### config.mk
export PLATFORM = sky130hd
export DESIGN_NAME = fp32_to_int_flat
export DESIGN_NICKNAME = d
export VERILOG_FILES = /design/src/rtl/fp32_pkg.sv /design/src/rtl/fp32_to_int_if.sv /design/src/rtl/fp32_classify.sv /design/src/rtl/fp32_to_int.sv /design/src/flat_wrapper.sv
export SDC_FILE = /design/constraint.sdc
export NUM_CORES = 1
export LEC_CHECK = 0
export ABC_AREA = 1
export CORE_MARGIN = 3
export CORE_UTILIZATION = 30
export CTS_CLUSTER_DIAMETER = 30
export DETAILED_ROUTE_END_ITERATION = 8
export PLACE_DENSITY = 0.51
export SETUP_SLACK_MARGIN = 0.02
export SLEW_MARGIN = 5
export SYNTH_ARGS = -nofsm -noshare
export SYNTH_HDL_FRONTEND = slang
export SYNTH_SLANG_ARGS = --single-unit
### constraint.sdc
create_clock -name clk -period 6.5 [get_ports clk]
set_clock_uncertainty 0.1 [all_clocks]
set_input_delay 0.65 -clock clk [delete_from_list [all_inputs] [get_ports clk]]
set_output_delay 0.65 -clock clk [all_outputs]
set_load 0.03 [all_outputs]
### src/rtl/fp32_pkg.sv
// Shared constants and enumerations for the FP32 -> int32 converter.
package fp32_pkg;

  localparam int WORD_W   = 32;
  localparam int EXP_W    = 8;
  localparam int MAN_W    = 23;
  localparam int SIG_W    = 24;
  localparam int CNT_W    = 5;
  localparam int SIGN_POS = 31;
  localparam int EXP_LSB  = 23;

  localparam logic [EXP_W-1:0] EXP_BIAS       = 8'd127;
  localparam logic [EXP_W-1:0] INT_SHIFT_BASE = 8'd150;
  localparam logic [EXP_W-1:0] INT_OVF_EXP    = 8'd158;
  localparam logic [EXP_W-1:0] EXP_SPECIAL    = 8'd255;

  localparam logic signed [WORD_W-1:0] INT32_MAX = 32'sh7FFF_FFFF;
  localparam logic signed [WORD_W-1:0] INT32_MIN = 32'sh8000_0000;

  // -2^31 is the only float with exponent >= 158 that is representable.
  localparam logic [WORD_W-1:0] FP_INT32_MIN = 32'hCF00_0000;

  typedef enum logic [2:0] {IDLE, UNPACK, SHIFT, NEG, DONE} state_e;

  typedef enum logic [2:0] {ZERO, TINY, NORMAL, SAT, NAN} fp_class_e;

endpackage

### src/rtl/fp32_to_int_if.sv
// Handshake bundle between the FP datapath, the converter and integer logic.
interface fp32_to_int_if;
  import fp32_pkg::*;

  logic              in_valid;
  logic              in_ready;
  logic [WORD_W-1:0] in_data;
  logic              out_valid;
  logic              out_ready;
  logic [WORD_W-1:0] out_data;
  logic              invalid;
  logic              inexact;

  modport master (
    output in_valid, in_data, out_ready,
    input  in_ready, out_valid, out_data, invalid, inexact
  );

  modport slave (
    input  in_valid, in_data, out_ready,
    output in_ready, out_valid, out_data, invalid, inexact
  );

endinterface

### src/rtl/fp32_classify.sv
// Combinational operand classifier: class, shift direction and distance.
module fp32_classify
  import fp32_pkg::*;
(
  input  logic [WORD_W-1:0] word,
  output fp_class_e         cls,
  output logic              shift_left,
  output logic [CNT_W-1:0]  shift_dist,
  output logic              sat_exact
);

  logic [EXP_W-1:0] e;
  logic [MAN_W-1:0] m;

  assign e = word[SIGN_POS-1:EXP_LSB];
  assign m = word[MAN_W-1:0];

  // Decode exponent ranges into a class and the shift that aligns the binary point
  always_comb begin
    cls        = NORMAL;
    shift_left = 1'b0;
    shift_dist = '0;
    sat_exact  = 1'b0;
    if (e == EXP_SPECIAL) begin
      cls = (m != '0) ? NAN : SAT;
    end else if (e >= INT_OVF_EXP) begin
      cls       = SAT;
      sat_exact = (word == FP_INT32_MIN);
    end else if (e == '0 && m == '0) begin
      cls = ZERO;
    end else if (e < EXP_BIAS) begin
      cls = TINY;
    end else if (e <= INT_SHIFT_BASE) begin
      shift_dist = CNT_W'(INT_SHIFT_BASE - e);
    end else begin
      shift_left = 1'b1;
      shift_dist = CNT_W'(e - INT_SHIFT_BASE);
    end
  end

endmodule

### src/rtl/fp32_to_int.sv
// Iterative FP32 -> signed int32 converter, round toward zero, saturating.
// Non-normal operands still pass through NEG so that every zero-shift
// conversion has the same latency.
module fp32_to_int
  import fp32_pkg::*;
#(
  parameter int SHIFT_STEP = 8
) (
  input logic         clk,
  input logic         rst,
  fp32_to_int_if.slave bus
);

  localparam logic [CNT_W-1:0] STEP = CNT_W'(SHIFT_STEP);

  state_e                    state_q, state_d;
  logic [WORD_W-1:0]         word_q;
  logic [WORD_W-1:0]         mag_q;
  logic [CNT_W-1:0]          cnt_q;
  logic                      left_q, sign_q, sticky_q, inv_q, normal_q;
  logic signed [WORD_W-1:0]  res_q;
  logic                      invalid_q, inexact_q;

  fp_class_e                 cls;
  logic                      shift_left, sat_exact;
  logic [CNT_W-1:0]          shift_dist;
  logic [CNT_W-1:0]          step;
  logic [WORD_W-1:0]         lost_mask;

  function automatic logic signed [WORD_W-1:0] sat_value(input logic neg);
    return neg ? INT32_MIN : INT32_MAX;
  endfunction

  function automatic logic signed [WORD_W-1:0] apply_sign(input logic [WORD_W-1:0] mag,
                                                          input logic neg);
    logic signed [WORD_W-1:0] v;
    v = signed'(mag);
    return neg ? -v : v;
  endfunction

  fp32_classify u_classify (
    .word       (word_q),
    .cls        (cls),
    .shift_left (shift_left),
    .shift_dist (shift_dist),
    .sat_exact  (sat_exact)
  );

  assign step      = (cnt_q > STEP) ? STEP : cnt_q;
  assign lost_mask = (32'h1 << step) - 32'h1;

  // State register; reset aborts any conversion in flight
  always_ff @(posedge clk or posedge rst) begin
    if (rst) state_q <= IDLE;
    else     state_q <= state_d;
  end

  // Next-state decode
  always_comb begin
    state_d = state_q;
    unique case (state_q)
      IDLE:    if (bus.in_valid) state_d = UNPACK;
      UNPACK:  state_d = (cls == NORMAL && shift_dist != '0) ? SHIFT : NEG;
      SHIFT:   if (cnt_q <= STEP) state_d = NEG;
      NEG:     state_d = DONE;
      DONE:    if (bus.out_ready) state_d = IDLE;
      default: state_d = IDLE;
    endcase
  end

  // Working datapath: latch, unpack, iterative shift with sticky collection
  always_ff @(posedge clk) begin
    unique case (state_q)
      IDLE: if (bus.in_valid) word_q <= bus.in_data;
      UNPACK: begin
        sign_q   <= word_q[SIGN_POS];
        left_q   <= shift_left;
        cnt_q    <= shift_dist;
        normal_q <= (cls == NORMAL);
        sticky_q <= 1'b0;
        inv_q    <= 1'b0;
        case (cls)
          NORMAL:  mag_q <= {{(WORD_W-SIG_W){1'b0}}, 1'b1, word_q[MAN_W-1:0]};
          TINY:    begin mag_q <= '0; sticky_q <= 1'b1; end
          SAT:     begin mag_q <= sat_value(word_q[SIGN_POS]); inv_q <= ~sat_exact; end
          NAN:     begin mag_q <= INT32_MAX; inv_q <= 1'b1; end
          default: mag_q <= '0;
        endcase
      end
      SHIFT: begin
        cnt_q <= cnt_q - step;
        if (left_q) begin
          mag_q <= mag_q << step;
        end else begin
          mag_q    <= mag_q >> step;
          sticky_q <= sticky_q | (|(mag_q & lost_mask));
        end
      end
      default: ;
    endcase
  end

  // Result registers: loaded once in NEG, held stable through DONE
  always_ff @(posedge clk or posedge rst) begin
    if (rst) begin
      res_q     <= '0;
      invalid_q <= 1'b0;
      inexact_q <= 1'b0;
    end else if (state_q == NEG) begin
      res_q     <= normal_q ? apply_sign(mag_q, sign_q) : signed'(mag_q);
      invalid_q <= inv_q;
      inexact_q <= sticky_q;
    end
  end

  assign bus.in_ready  = (state_q == IDLE);
  assign bus.out_valid = (state_q == DONE);
  assign bus.out_data  = res_q;
  assign bus.invalid   = invalid_q;
  assign bus.inexact   = inexact_q;

endmodule

### src/flat_wrapper.sv
// flat-port wrapper written by rule: the top's interface ports become plain ports
module fp32_to_int_flat import fp32_pkg::*;
#(
  parameter int SHIFT_STEP = 8
)
  (clk, rst, bus_in_valid, bus_in_data, bus_out_ready, bus_in_ready, bus_out_valid, bus_out_data, bus_invalid, bus_inexact);
  fp32_to_int_if bus_i ();
  input logic clk;
  input logic rst;
  input wire logic [$bits(bus_i.in_valid)-1:0] bus_in_valid;
  input wire logic [$bits(bus_i.in_data)-1:0] bus_in_data;
  input wire logic [$bits(bus_i.out_ready)-1:0] bus_out_ready;
  output wire logic [$bits(bus_i.in_ready)-1:0] bus_in_ready;
  output wire logic [$bits(bus_i.out_valid)-1:0] bus_out_valid;
  output wire logic [$bits(bus_i.out_data)-1:0] bus_out_data;
  output wire logic [$bits(bus_i.invalid)-1:0] bus_invalid;
  output wire logic [$bits(bus_i.inexact)-1:0] bus_inexact;
  assign bus_i.in_valid = bus_in_valid;
  assign bus_i.in_data = bus_in_data;
  assign bus_i.out_ready = bus_out_ready;
  assign bus_in_ready = bus_i.in_ready;
  assign bus_out_valid = bus_i.out_valid;
  assign bus_out_data = bus_i.out_data;
  assign bus_invalid = bus_i.invalid;
  assign bus_inexact = bus_i.inexact;
  fp32_to_int #(.SHIFT_STEP(SHIFT_STEP)) u_core (.clk(clk), .rst(rst), .bus(bus_i));
endmodule
Word-level counts from Yosys, hierarchy flattened --
Cells that the tools add are included.
Operators by class: bitwise gates (word level) 3, shifts and indexed selects 3, order comparisons 5, $add $sub $neg 5, equality and inequality tests 14, reductions and logical operators 13, mux-type cells 30
Operator list (count):
- 32-bit two-way mux | 4
- 32-bit case mux with 3 select lines | 1
- 32-bit case mux with 2 select lines | 1
- 32-bit AND | 1
- 32-bit == test, second input constant | 1
- 32-bit negator | 1
- 32-bit OR reduction | 1
- 1-bit by 5-bit << shifter with 32-bit output, first input constant | 1
- 32-bit by 5-bit << shifter with 32-bit output | 1
- 32-bit by 5-bit >> shifter with 32-bit output | 1
- 32-bit by 1-bit subtractor with 32-bit output, second input constant | 1
- 5-bit two-way mux | 6
- 23-bit zero test | 1
- 23-bit nonzero test | 1
- 3-bit two-way mux | 5
- 3-bit case mux with 5 select lines | 1
- 3-bit by 2-bit == test with 1-bit output, second input constant | 4
- 5-bit case mux with 2 select lines | 1
- 8-bit == test, second input constant | 1
- 8-bit >= comparator, second input constant | 1
- 8-bit less-or-equal comparator, second input constant | 1
- 8-bit zero test | 1
- 8-bit by 7-bit < comparator with 1-bit output, second input constant | 1
- 3-bit by 1-bit == test with 1-bit output, second input constant | 2
- other kinds (20) | 33
Word-level totals: logic and storage cells 85, output and inout port bits 36, bits in registers 111, bits of input ports 36

Depth between registers and ports, before layout --
Gate-level depths: netlist of run 1.
depth in word-level cells 10, gate-level depth with buffers 15, gate-level depth less buffers 14

Modules after synthesis --
From an unflattened synthesis of run 1, not the netlist that was laid out.
Second synthesis, totals: cells, all modules 1234, area total of the unflattened synthesis 8524.4 um2
By module, submodules not included:
- fp32_to_int | seq. area each 3148.0 um2, cells an instance 1139, area each 7971.4 um2, instances 1
- fp32_classify | seq. area each 0.0 um2, cells an instance 95, area each 553.0 um2, instances 1

Worst setup path before layout of run 1 --
No wires, ideal clock.
path type input-to-reg, from in bus_in_valid, to reg u_core.word_q[0], enable pin, stages on the path 2, path buffers 0, library setup time 0.421 ns, setup slack 3.942 ns, data arrival time 2.037 ns, required time 5.979 ns, cells stage by stage inv_1 -> nor2_1
Between the ends: longest elaborated chain between the ends 1
RTL lines:
- start: declaration | RTL line flat_wrapper.sv:10 | input wire logic [$bits(bus_i.in_valid)-1:0] bus_in_valid;
- 2-bit AND reduction (no line)
- end signal: assignment | RTL line fp32_to_int.sv:74 | IDLE: if (bus.in_valid) word_q <= bus.in_data;
- end: declaration | RTL line fp32_to_int.sv:17 | logic [WORD_W-1:0] word_q;
Every way passes these cells. A chain may end at the register's enable or synchronous reset.

Worst setup path after layout of run 1 --
from reg u_core.cnt_q[1], to reg u_core.mag_q[9], data pin
Between the ends: longest elaborated chain between the ends 5, elaborated cells on any way between the ends 6, those cells by class order compare (1); shift (2); mux (3)
RTL lines:
- start: declaration | RTL line fp32_to_int.sv:19 | logic [CNT_W-1:0] cnt_q;
- start signal: assignment | RTL line fp32_to_int.sv:78 | cnt_q <= shift_dist;
- start signal: assignment | RTL line fp32_to_int.sv:91 | cnt_q <= cnt_q - step;
- 5-bit by 4-bit greater-than comparator with 1-bit output | RTL line fp32_to_int.sv:49 | assign step = (cnt_q > STEP) ? STEP : cnt_q;
- 5-bit two-way mux * | RTL line fp32_to_int.sv:49
- 32-bit by 5-bit >> shifter with 32-bit output or 32-bit by 5-bit << shifter with 32-bit output (tied branches) | RTL line fp32_to_int.sv:95, fp32_to_int.sv:93
- 32-bit two-way mux * | RTL line fp32_to_int.sv:92 | if (left_q) begin
- 32-bit case mux with 2 select lines * | RTL line fp32_to_int.sv:73 | unique case (state_q)
- end signal: assignment | RTL line fp32_to_int.sv:83 | NORMAL: mag_q <= {{(WORD_W-SIG_W){1'b0}}, 1'b1, word_q[MAN_W-1:0]};
- end signal: assignment | RTL line fp32_to_int.sv:93 | mag_q <= mag_q << step;
- end signal: assignment | RTL line fp32_to_int.sv:95 | mag_q <= mag_q >> step;
- end: declaration | RTL line fp32_to_int.sv:18 | logic [WORD_W-1:0] mag_q;
Mark *: on every way between the ends. The rest lies on a longest branch, timed or not.

==> impl_metrics.json, run 1 <==
{
  "avgSynthCellArea_um2": 6.78,
  "slew_violations": 0,
  "endpoint_kind": "flip-flop",
  "maxCapViolCount": 0,
  "tritoncts": "yes",
  "ant_nets": 0,
  "ys_types": 42,
  "fp-row-count": 60,
  "pin_count": 72,
  "fin_cells": 1656,
  "synth_nets": 1294,
  "regToRegSetupSlack_ns": 3.32,
  "drt_iter0_drc": 788,
  "clk_pin_slew_ns": 0.09,
  "dieArea_um2": 30300,
  "yosysTopAreaCell": "edfxtp_1",
  "crit_required_ns": 6.52,
  "hold_path_class": "flip-flop to flip-flop",
  "via_per_inst": 5.21,
  "portBuffers": 71,
  "layout-drive-gt1-share_pct": 4.75,
  "coreArea_um2": 27300,
  "min_to": "u_core.bus.invalid$_DFFE_PP0P_",
  "setup_viol": 0,
  "cellLeakagePower_uw": 0.00431,
  "routedWlPerCell_um": 18.1,
  "synth_area_leaders": "edfxtp_1 (26%), nand2_1 (20%), nand3_1 (16%)",
  "fillers": 3024,
  "nets": 1323,
  "ir_worst_vdd_uv": 246,
  "ff2ff_path_depth": 9,
  "regToRegStartpoint": "u_core.cnt_q[1]$_DFFE_PP_",
  "grt_pass1_wl_um": 45900,
  "grt_setup_unrepaired": "no",
  "htreeDepth": 3,
  "chipWidth_um": 174,
  "hold_buffers": 0,
  "min_period_over_period_pct": 48.9,
  "power_density_nw_per_um2": 604,
  "startpoint_type": "flip-flop",
  "rr_endpoint": "u_core.mag_q[9]$_DFFE_PP_",
  "antenna_found_initial": 0,
  "critical_path_arrival_ns": 3.20,
  "cp_max_fo": 61,
  "place_hpwl_um": 22300,
  "syn_area_um2": 8480,
  "finalHoldViolCount": 0,
  "drc": 0,
  "min_period_ns": 3.18,
  "clock_tree.root_cell": "clkbuf_16",
  "ys_warn_count": 0,
  "setup_tns_ns": 0,
  "fmax_mhz": 315,
  "antennaDiodeCount": 0,
  "finalWeightedCongestion": 0.968,
  "relSlewSlack_pct": 26.9,
  "grt_max_degree": 62,
  "grt.overflow.total": 0,
  "cts_setup_buffers": 0,
  "worstSetupPathType": "flip-flop to flip-flop",
  "drt_first_pass_iters": 7,
  "post-place-ws_ns": 3.41,
  "dr_total_vias": 8633,
  "min_from": "u_core.inv_q$_SDFFCE_PN0P_",
  "clock_sinks": 111,
  "yosys.area.top_type_share_pct": 26.2,
  "cts-buffers-inserted": 9,
  "yosysSeqAreaShare_pct": 37.1,
  "cts_resized": 0,
  "grtUsageTotal_pct": 19.1,
  "cts_buffer_depth": 2,
  "hold_depth": 2,
  "fp.dieH_um": 174,
  "grt_pass1_vias": 7935,
  "synth-seq-cells": 111,
  "clk_latency_ns": 0.37,
  "finalPower_uw": 5850,
  "run_status": "completed",
  "placed_cells": 1640,
  "start_util_pct": 31.0,
  "worst_pin_slew_ns": 1.10,
  "finalWorstSetupSlack_ns": 3.32,
  "synthCells": 1250,
  "drt-total-wl_um": 30000,
  "area_delta_synth_final_pct": 14.4
}
## per-stage QoR
step | hold slack (ns) | util, % | cell area, um^2
final | 0.368 | 35.5 | 9700
after floorplan | 0.326 | - | 8480
after CTS | 0.377 | 35.5 | 9700
after global placement | 0.332 | 34.4 | 9390
after detailed placement | 0.363 | 34.4 | 9390
after global routing | 0.410 | 35.5 | 9700
## cell type report
cell class                      count  area, um^2  area share, %
Tap cell                          372         465           4.80
Inverter                           84         315           3.25
Multi-Input combinational cell    990        4660           48.1
Clock inverter                      7        80.1          0.826
Timing Repair Buffer               83         801           8.26
Clock buffer                        9         225           2.32
Sequential cell                   111        3150           32.5
## report_power, final
group          total, uW  switching (uW)  internal (uW)
clock                595             317            278
sequential          1500             333           1170
combinational       3760            2640           1120
## flip-flops by register name, summed over array words and instances, names as in the netlist, 3 cells and up
name,flops
u_core.bus.out_data,32
u_core.mag_q,32
u_core.word_q,32
u_core.cnt_q,5
u_core.state_q,3
## synth_stat cells
library cell,count
nand2_2,6
clkbuf_1,21
buf_6,6
o211ai_1,3
nand3_1,265
inv_1,75
ha_1,8
nor2_1,60
nor2_4,2
buf_1,1
nor3_2,1
o21ai_4,1
nand2_1,450
xor2_1,17
clkinv_1,2
o21ai_0,45
o31ai_1,1
or2_2,1
buf_4,12
o21bai_1,2
dfrtp_1,37
nand2_4,2
o2111ai_1,1
nand4_1,33
edfxtp_1,74
o22ai_1,3
buf_2,25
a22oi_1,16
xnor2_1,3
inv_2,7
o21ai_1,26
a31oi_1,4
a21oi_1,11
o21a_1,1
nand3_2,1
conb_1,1
nand3b_1,3
o21ai_2,2
nor4_1,3
nor3_1,10
nor2_2,7
a41oi_1,1
## worst max-delay path, cell delays in order (launching register included)
cell and delay [ns]:
edfxtp_1 0.54, nand3_2 0.13, buf_4 0.58, inv_2 0.59, nand3_1 0.30, nand3_1 0.13, nand3_1 0.15, nand2_1 0.06
o21ai_1 0.23, nand2_1 0.08
## routing by layer
layer / track usage (%) / wire (um)
met5: 0 / 0
met3: 3.47 / 2280
met2: 28.0 / 12600
met4: 4.69 / 483
met1: 28.9 / 14600
## logic make-up after synthesis
| kind of cell | share of synthesized area, % |
|---|---|
| XOR/XNOR | 2.07 |
| AO/OA/AOI/OAI | 8.00 |
| AND/OR/NAND/NOR | 43.5 |
| flip-flops | 37.1 |
| buffers and inverters | 8.03 |
| adder cells (fa/ha/maj) | 1.18 |
| other | 0.0442 |
## placed cells by master, fill, tap and decap left out, types with 12 or more instances in the layout
| cell type | count |
|---|---|
| nand2_1 | 450 |
| nand3_1 | 265 |
| inv_1 | 75 |
| edfxtp_1 | 74 |
| clkdlybuf4s50_1 | 71 |
| nor2_1 | 58 |
| o21ai_0 | 45 |
| dfrtp_1 | 37 |
| nand4_1 | 33 |
| o21ai_1 | 26 |
| xor2_1 | 17 |
| a22oi_1 | 16 |
| buf_4 | 12 |
## worst max-delay path by stage
stage                         startpoint                         end  slack, ns  depth (start not counted)
2_1_floorplan               bus_in_valid  u_core.word_q[0]$_DFFE_PP_       3.94                          2
3_3_place_gp   u_core.cnt_q[4]$_DFFE_PP_  u_core.mag_q[14]$_DFFE_PP_       3.44                         11
3_5_place_dp   u_core.cnt_q[4]$_DFFE_PP_  u_core.mag_q[14]$_DFFE_PP_       3.41                         11
4_1_cts        u_core.cnt_q[4]$_DFFE_PP_  u_core.mag_q[14]$_DFFE_PP_       3.38                         11
5_1_grt        u_core.cnt_q[4]$_DFFE_PP_  u_core.mag_q[14]$_DFFE_PP_       3.12                         11
6_report       u_core.cnt_q[1]$_DFFE_PP_   u_core.mag_q[9]$_DFFE_PP_       3.32                          9
Note: power is estimated with default switching activity, not from simulation.
==> run 2: changes to the inputs <==
--- a/config.mk
+++ b/config.mk
@@ -10,7 +10,7 @@
 export CORE_UTILIZATION = 30
 export CTS_CLUSTER_DIAMETER = 30
 export DETAILED_ROUTE_END_ITERATION = 8
-export PLACE_DENSITY = 0.51
+export PLACE_DENSITY = 0.53
 export SETUP_SLACK_MARGIN = 0.02
 export SLEW_MARGIN = 5
 export SYNTH_ARGS = -nofsm -noshare
==> constraint.sdc (replaced) <==
create_clock -name clk -period 2.7 [get_ports clk]
set_clock_uncertainty 0.1 [all_clocks]
set_input_delay 0.27 -clock clk [delete_from_list [all_inputs] [get_ports clk]]
set_output_delay 0.27 -clock clk [all_outputs]
set_load 0.03 [all_outputs]
==> impl_metrics.json, run 2 (synthesized netlist as in run 1, its figures left out) <==
{
  "regToRegStartpoint": "u_core.cnt_q[3]$_DFFE_PP_",
  "grt_max_degree": 56,
  "antennaDiodeCount": 0,
  "seq_area_um2": 3150,
  "chipWidth_um": 174,
  "dieArea_um2": 30300,
  "critical_path_arrival_ns": 2.46,
  "drt-total-wl_um": 30200,
  "mostFrequentLayoutCells": "nand2_1 (450), nand3_1 (265), inv_1 (75)",
  "clk_latency_ns": 0.36,
  "grtUsageTotal_pct": 19.5,
  "min_period_over_period_pct": 90.3,
  "setup_viol": 0,
  "grt_setup_unrepaired": "no",
  "slew_violations": 0,
  "cp_max_fo": 30,
  "cellLeakagePower_uw": 0.00446,
  "drt_iter0_drc": 1032,
  "fp.dieH_um": 174,
  "layout_commonest_cell": "nand2_1",
  "coreArea_um2": 27300,
  "grt_pass1_wl_um": 46700,
  "ir_worst_vdd_uv": 383,
  "cts-buffers-inserted": 9,
  "multi_input_area_um2": 4660,
  "grt_pass1_vias": 8090,
  "crit_required_ns": 2.72,
  "layout-drive-gt1-share_pct": 6.64,
  "grt.overflow.total": 0,
  "drt_first_pass_iters": 6,
  "hold_path_class": "input port to asynchronous set/reset pin",
  "clock_tree.root_cell": "clkbuf_16",
  "dr_total_vias": 8814,
  "cts_buffer_depth": 2,
  "startpoint_type": "flip-flop",
  "power_density_nw_per_um2": 1460,
  "hold_buffers": 0,
  "run_status": "completed",
  "finalWeightedCongestion": 0.972,
  "htreeDepth": 3,
  "fillers": 2990,
  "fin_util_pct": 36.4,
  "crit_chain": "inv_2 -> nand2_4 -> nor2_4 -> inv_2 -> buf_4 -> nand3_1 -> nand3_1 -> nand2_1 -> o21ai_1 -> nand2_1",
  "maxCapViolCount": 0,
  "routedWlPerCell_um": 17.9,
  "cts_resized": 0,
  "nets": 1350,
  "finalHoldViolCount": 0,
  "fmax_mhz": 410,
  "antenna_found_initial": 0,
  "tritoncts": "yes",
  "start_util_pct": 31.0,
  "ant_nets": 0,
  "min_period_ns": 2.44,
  "area_delta_synth_final_pct": 17.3,
  "worst_pin_slew_ns": 0.881,
  "fp-row-count": 60,
  "path_delay_family": "buffers and inverters",
  "critPathMaxStageDelay_ns": 0.48,
  "clk_pin_slew_ns": 0.08,
  "slowest_stage": "inv_2",
  "drc": 0,
  "cts_setup_buffers": 0,
  "endpoint_kind": "flip-flop",
  "relSlewSlack_pct": 41.2,
  "place_hpwl_um": 23700,
  "cp.buffers_inverters": 3,
  "setup_tns_ns": 0,
  "clock_sinks": 111,
  "worstSetupPathType": "flip-flop to flip-flop",
  "startpoint": "u_core.cnt_q[3]$_DFFE_PP_",
  "pin_count": 72,
  "via_per_inst": 5.24,
  "portBuffers": 71
}
==> run 2: cell count changes in the layout (fill, tap and decap cells not counted), sizes merged <==
cell	delta
buf	+27
bufinv	+1
clkinvlp	-1
==> run 2: area by class of cell <==
cell class,count,share of cell area [%]
multi-input combinational,990,46.9
sequential,111,31.7
timing repair buffer,110,10.5
tap,372,4.68
inverter,84,3.17
clock buffer,9,2.27
clock inverter,7,0.856
==> run 2: metal layers <==
layer,global-route usage [%],share of wire [%]
met4,5.56,2.3
met1,29.1,48
met2,28.3,41
met3,4.24,9.0
met5,0,0
==> run 2: per-stage QoR <==
stage / instances / hold WS, ns / cell area, um^2 / worst slack, ns / power [uW]
after floorplan: 1250 / 0.269 / 8480 / 0.155 / 9780
after global placement: 1667 / 0.336 / 9630 / 0.341 / 13000
after detailed placement: 1667 / 0.336 / 9630 / 0.315 / 13000
after CTS: 1683 / 0.234 / 9940 / 0.309 / 14500
after global routing: 1683 / 0.267 / 9940 / 0.127 / 15700
final: 1683 / 0.206 / 9940 / 0.261 / 14600
==> run 2: where the power goes <==
part / total [uW] / switching [uW] / internal, uW
Combinational: 9470 / 6490 / 2980
Clock: 1450 / 710 / 743
Sequential: 3640 / 818 / 2820
Total: 14600 / 8010 / 6540
==> run 2: worst paths after layout <==
check	end	slack, ns	cells past startpoint
min in group clk	u_core.bus.invalid$_DFFE_PP0P_	0.35	2
min	u_core.state_q[0]$_DFFE_PP0P_	0.21	3
max in group asynchronous	u_core.bus.out_data[31]$_DFFE_PP0P_	1.95	3
min reg2reg	u_core.bus.invalid$_DFFE_PP0P_	0.35	2
max reg2reg	u_core.mag_q[15]$_DFFE_PP_	0.26	10
max	u_core.mag_q[15]$_DFFE_PP_	0.26	10
==> run 2: worst reg2reg max path: stages, from the launching register on <==
cell and delay [ns]:
edfxtp_1 0.41, inv_2 0.10, nand2_4 0.24, nor2_4 0.07
inv_2 0.48, buf_4 0.29, nand3_1 0.10, nand3_1 0.11
nand2_1 0.07, o21ai_1 0.16, nand2_1 0.06
==> run 3: changes to the inputs <==
--- a/config.mk
+++ b/config.mk
@@ -6,13 +6,14 @@
 export NUM_CORES = 1
 export LEC_CHECK = 0
 export ABC_AREA = 1
-export CORE_MARGIN = 3
-export CORE_UTILIZATION = 30
+export CORE_MARGIN = 5
+export CORE_UTILIZATION = 54
 export CTS_CLUSTER_DIAMETER = 30
 export DETAILED_ROUTE_END_ITERATION = 8
-export PLACE_DENSITY = 0.53
+export PLACE_DENSITY = 0.82
 export SETUP_SLACK_MARGIN = 0.02
 export SLEW_MARGIN = 5
 export SYNTH_ARGS = -nofsm -noshare
 export SYNTH_HDL_FRONTEND = slang
 export SYNTH_SLANG_ARGS = --single-unit
+export TNS_END_PERCENT = 50
==> impl_metrics.json, run 3 (synthesized netlist as in run 1, its figures left out) <==
{
  "antennaDiodeCount": 0,
  "run_status": "completed",
  "mostFrequentLayoutCells": "nand2_1 (450), nand3_1 (265), inv_1 (75)",
  "cts_buffer_depth": 2,
  "layout_commonest_cell": "nand2_1",
  "routedWlPerCell_um": 19.6,
  "hold_buffers": 0,
  "cts_resized": 0,
  "clock_tree.root_cell": "clkbuf_16",
  "cp_max_fo": 10,
  "antenna_found_initial": 0,
  "met3_length_um": 3870,
  "critical_path_arrival_ns": 2.45,
  "power_density_nw_per_um2": 1490,
  "setup_tns_ns": 0,
  "clock_sinks": 111,
  "netSwitchingPower_uw": 8030,
  "relSlewSlack_pct": 60.7,
  "clk_latency_ns": 0.37,
  "slew_violations": 0,
  "pin_count": 72,
  "drt-total-wl_um": 29800,
  "area_delta_synth_final_pct": 14.6,
  "grt.overflow.total": 0,
  "power_frac_clock_pct": 9.2,
  "hold_path_class": "input port to asynchronous set/reset pin",
  "finalPower_uw": 14500,
  "drt_iter0_drc": 1219,
  "chipWidth_um": 135,
  "portBuffers": 71,
  "grt_pass1_wl_um": 46000,
  "wl_met2_um": 12800,
  "ir_worst_vdd_uv": 661,
  "ant_nets": 0,
  "nets": 1348,
  "fin_cells": 1520,
  "cts-buffers-inserted": 9,
  "fp-row-count": 45,
  "setup_viol": 0,
  "startpoint_type": "flip-flop",
  "grtUsageTotal_pct": 32.5,
  "finalHoldViolCount": 0,
  "pwr-share-seq_pct": 24.8,
  "fmax_mhz": 412,
  "place_hpwl_um": 22900,
  "worstSetupPathType": "flip-flop to flip-flop",
  "top_layer_used": "met4",
  "htreeDepth": 3,
  "cellLeakagePower_uw": 0.00444,
  "drt_first_pass_iters": 6,
  "grt_pass1_vias": 8278,
  "worst_pin_slew_ns": 0.586,
  "tritoncts": "yes",
  "cts_setup_buffers": 0,
  "swShare_pct": 55.5,
  "placed_cells": 1504,
  "drt-met1-wl_um": 12200,
  "min_period_over_period_pct": 90.0,
  "start_util_pct": 55.4,
  "fp.dieH_um": 135,
  "rr_endpoint": "u_core.sticky_q$_DFFE_PP_",
  "crit_required_ns": 2.72,
  "power_frac_comb_pct": 66.0,
  "dr_total_vias": 9229,
  "grt_max_degree": 50,
  "min_period_ns": 2.43,
  "coreArea_um2": 15300,
  "regToRegStartpoint": "u_core.cnt_q[4]$_DFFE_PP_",
  "intPower_uw": 6440,
  "clk_pin_slew_ns": 0.08,
  "drc": 0,
  "endpoint_kind": "flip-flop",
  "layout-drive-gt1-share_pct": 6.42,
  "via_per_inst": 6.07,
  "regToRegSetupSlack_ns": 0.27,
  "maxCapViolCount": 0,
  "grt_setup_unrepaired": "no",
  "ff2ff_path_depth": 13,
  "finalWeightedCongestion": 1.04,
  "dieArea_um2": 18300
}
run 3: cell type report:
type / instances / area (um^2)
clock buffer: 9 / 225
clock inverter: 7 / 62.6
fill: 1452 / 5600
inverter: 84 / 315
multi-input combinational: 990 / 4660
sequential: 111 / 3150
tap: 211 / 264
timing repair buffer: 108 / 1040
run 3: layer usage:
| layer | up-vias | global-route usage (%) |
|---|---|---|
| li1 | 4328 | - |
| met1 | 4226 | 45.2 |
| met2 | 603 | 48.8 |
| met3 | 72 | 9.32 |
| met4 | 0 | 10.9 |
| met5 | - | 0 |
run 3: worst max-delay path: stages, from the launching register on:
cell,delay [ns]
edfxtp_1,0.45
nor2_2,0.16
buf_4,0.22
nand2_1,0.14
inv_1,0.10
nand2_1,0.07
ha_1,0.28
o21ai_0,0.10
a21oi_1,0.13
nand4_1,0.11
nor2_1,0.12
nand3_1,0.08
nand2_1,0.06
nand2_1,0.06
run 3: per-stage QoR:
stage	hold slack (ns)	setup slack (ns)	area [um^2]	utilization, %
CTS	0.219	0.284	9710	63.4
finish	0.202	0.270	9710	63.4
global placement	0.341	0.372	9430	61.6
global route	0.268	0.0797	9710	63.4
detailed placement	0.351	0.304	9430	61.6
floorplan	0.269	0.155	8480	-
run 3: worst max-delay path by stage:
stage / start / to / slack, ns / cells past startpoint
after detailed placement: u_core.cnt_q[4]$_DFFE_PP_ / u_core.sticky_q$_DFFE_PP_ / 0.30 / 13
after global routing: u_core.cnt_q[4]$_DFFE_PP_ / u_core.sticky_q$_DFFE_PP_ / 0.08 / 14
after floorplan: u_core.state_q[2]$_DFFE_PP0P_ / u_core.mag_q[0]$_DFFE_PP_ / 0.16 / 5
after CTS: u_core.cnt_q[4]$_DFFE_PP_ / u_core.sticky_q$_DFFE_PP_ / 0.28 / 13
final: u_core.cnt_q[4]$_DFFE_PP_ / u_core.sticky_q$_DFFE_PP_ / 0.27 / 13
after global placement: u_core.cnt_q[4]$_DFFE_PP_ / u_core.sticky_q$_DFFE_PP_ / 0.37 / 13
run 3: power groups by stage:
stage	Combinational [uW]	Clock [uW]	Sequential [uW]
global placement	9240	0	3540
detailed placement	9280	0	3570
CTS	9320	1340	3540
floorplan	6040	0	3740
finish	9550	1330	3590
global route	10400	1430	3660
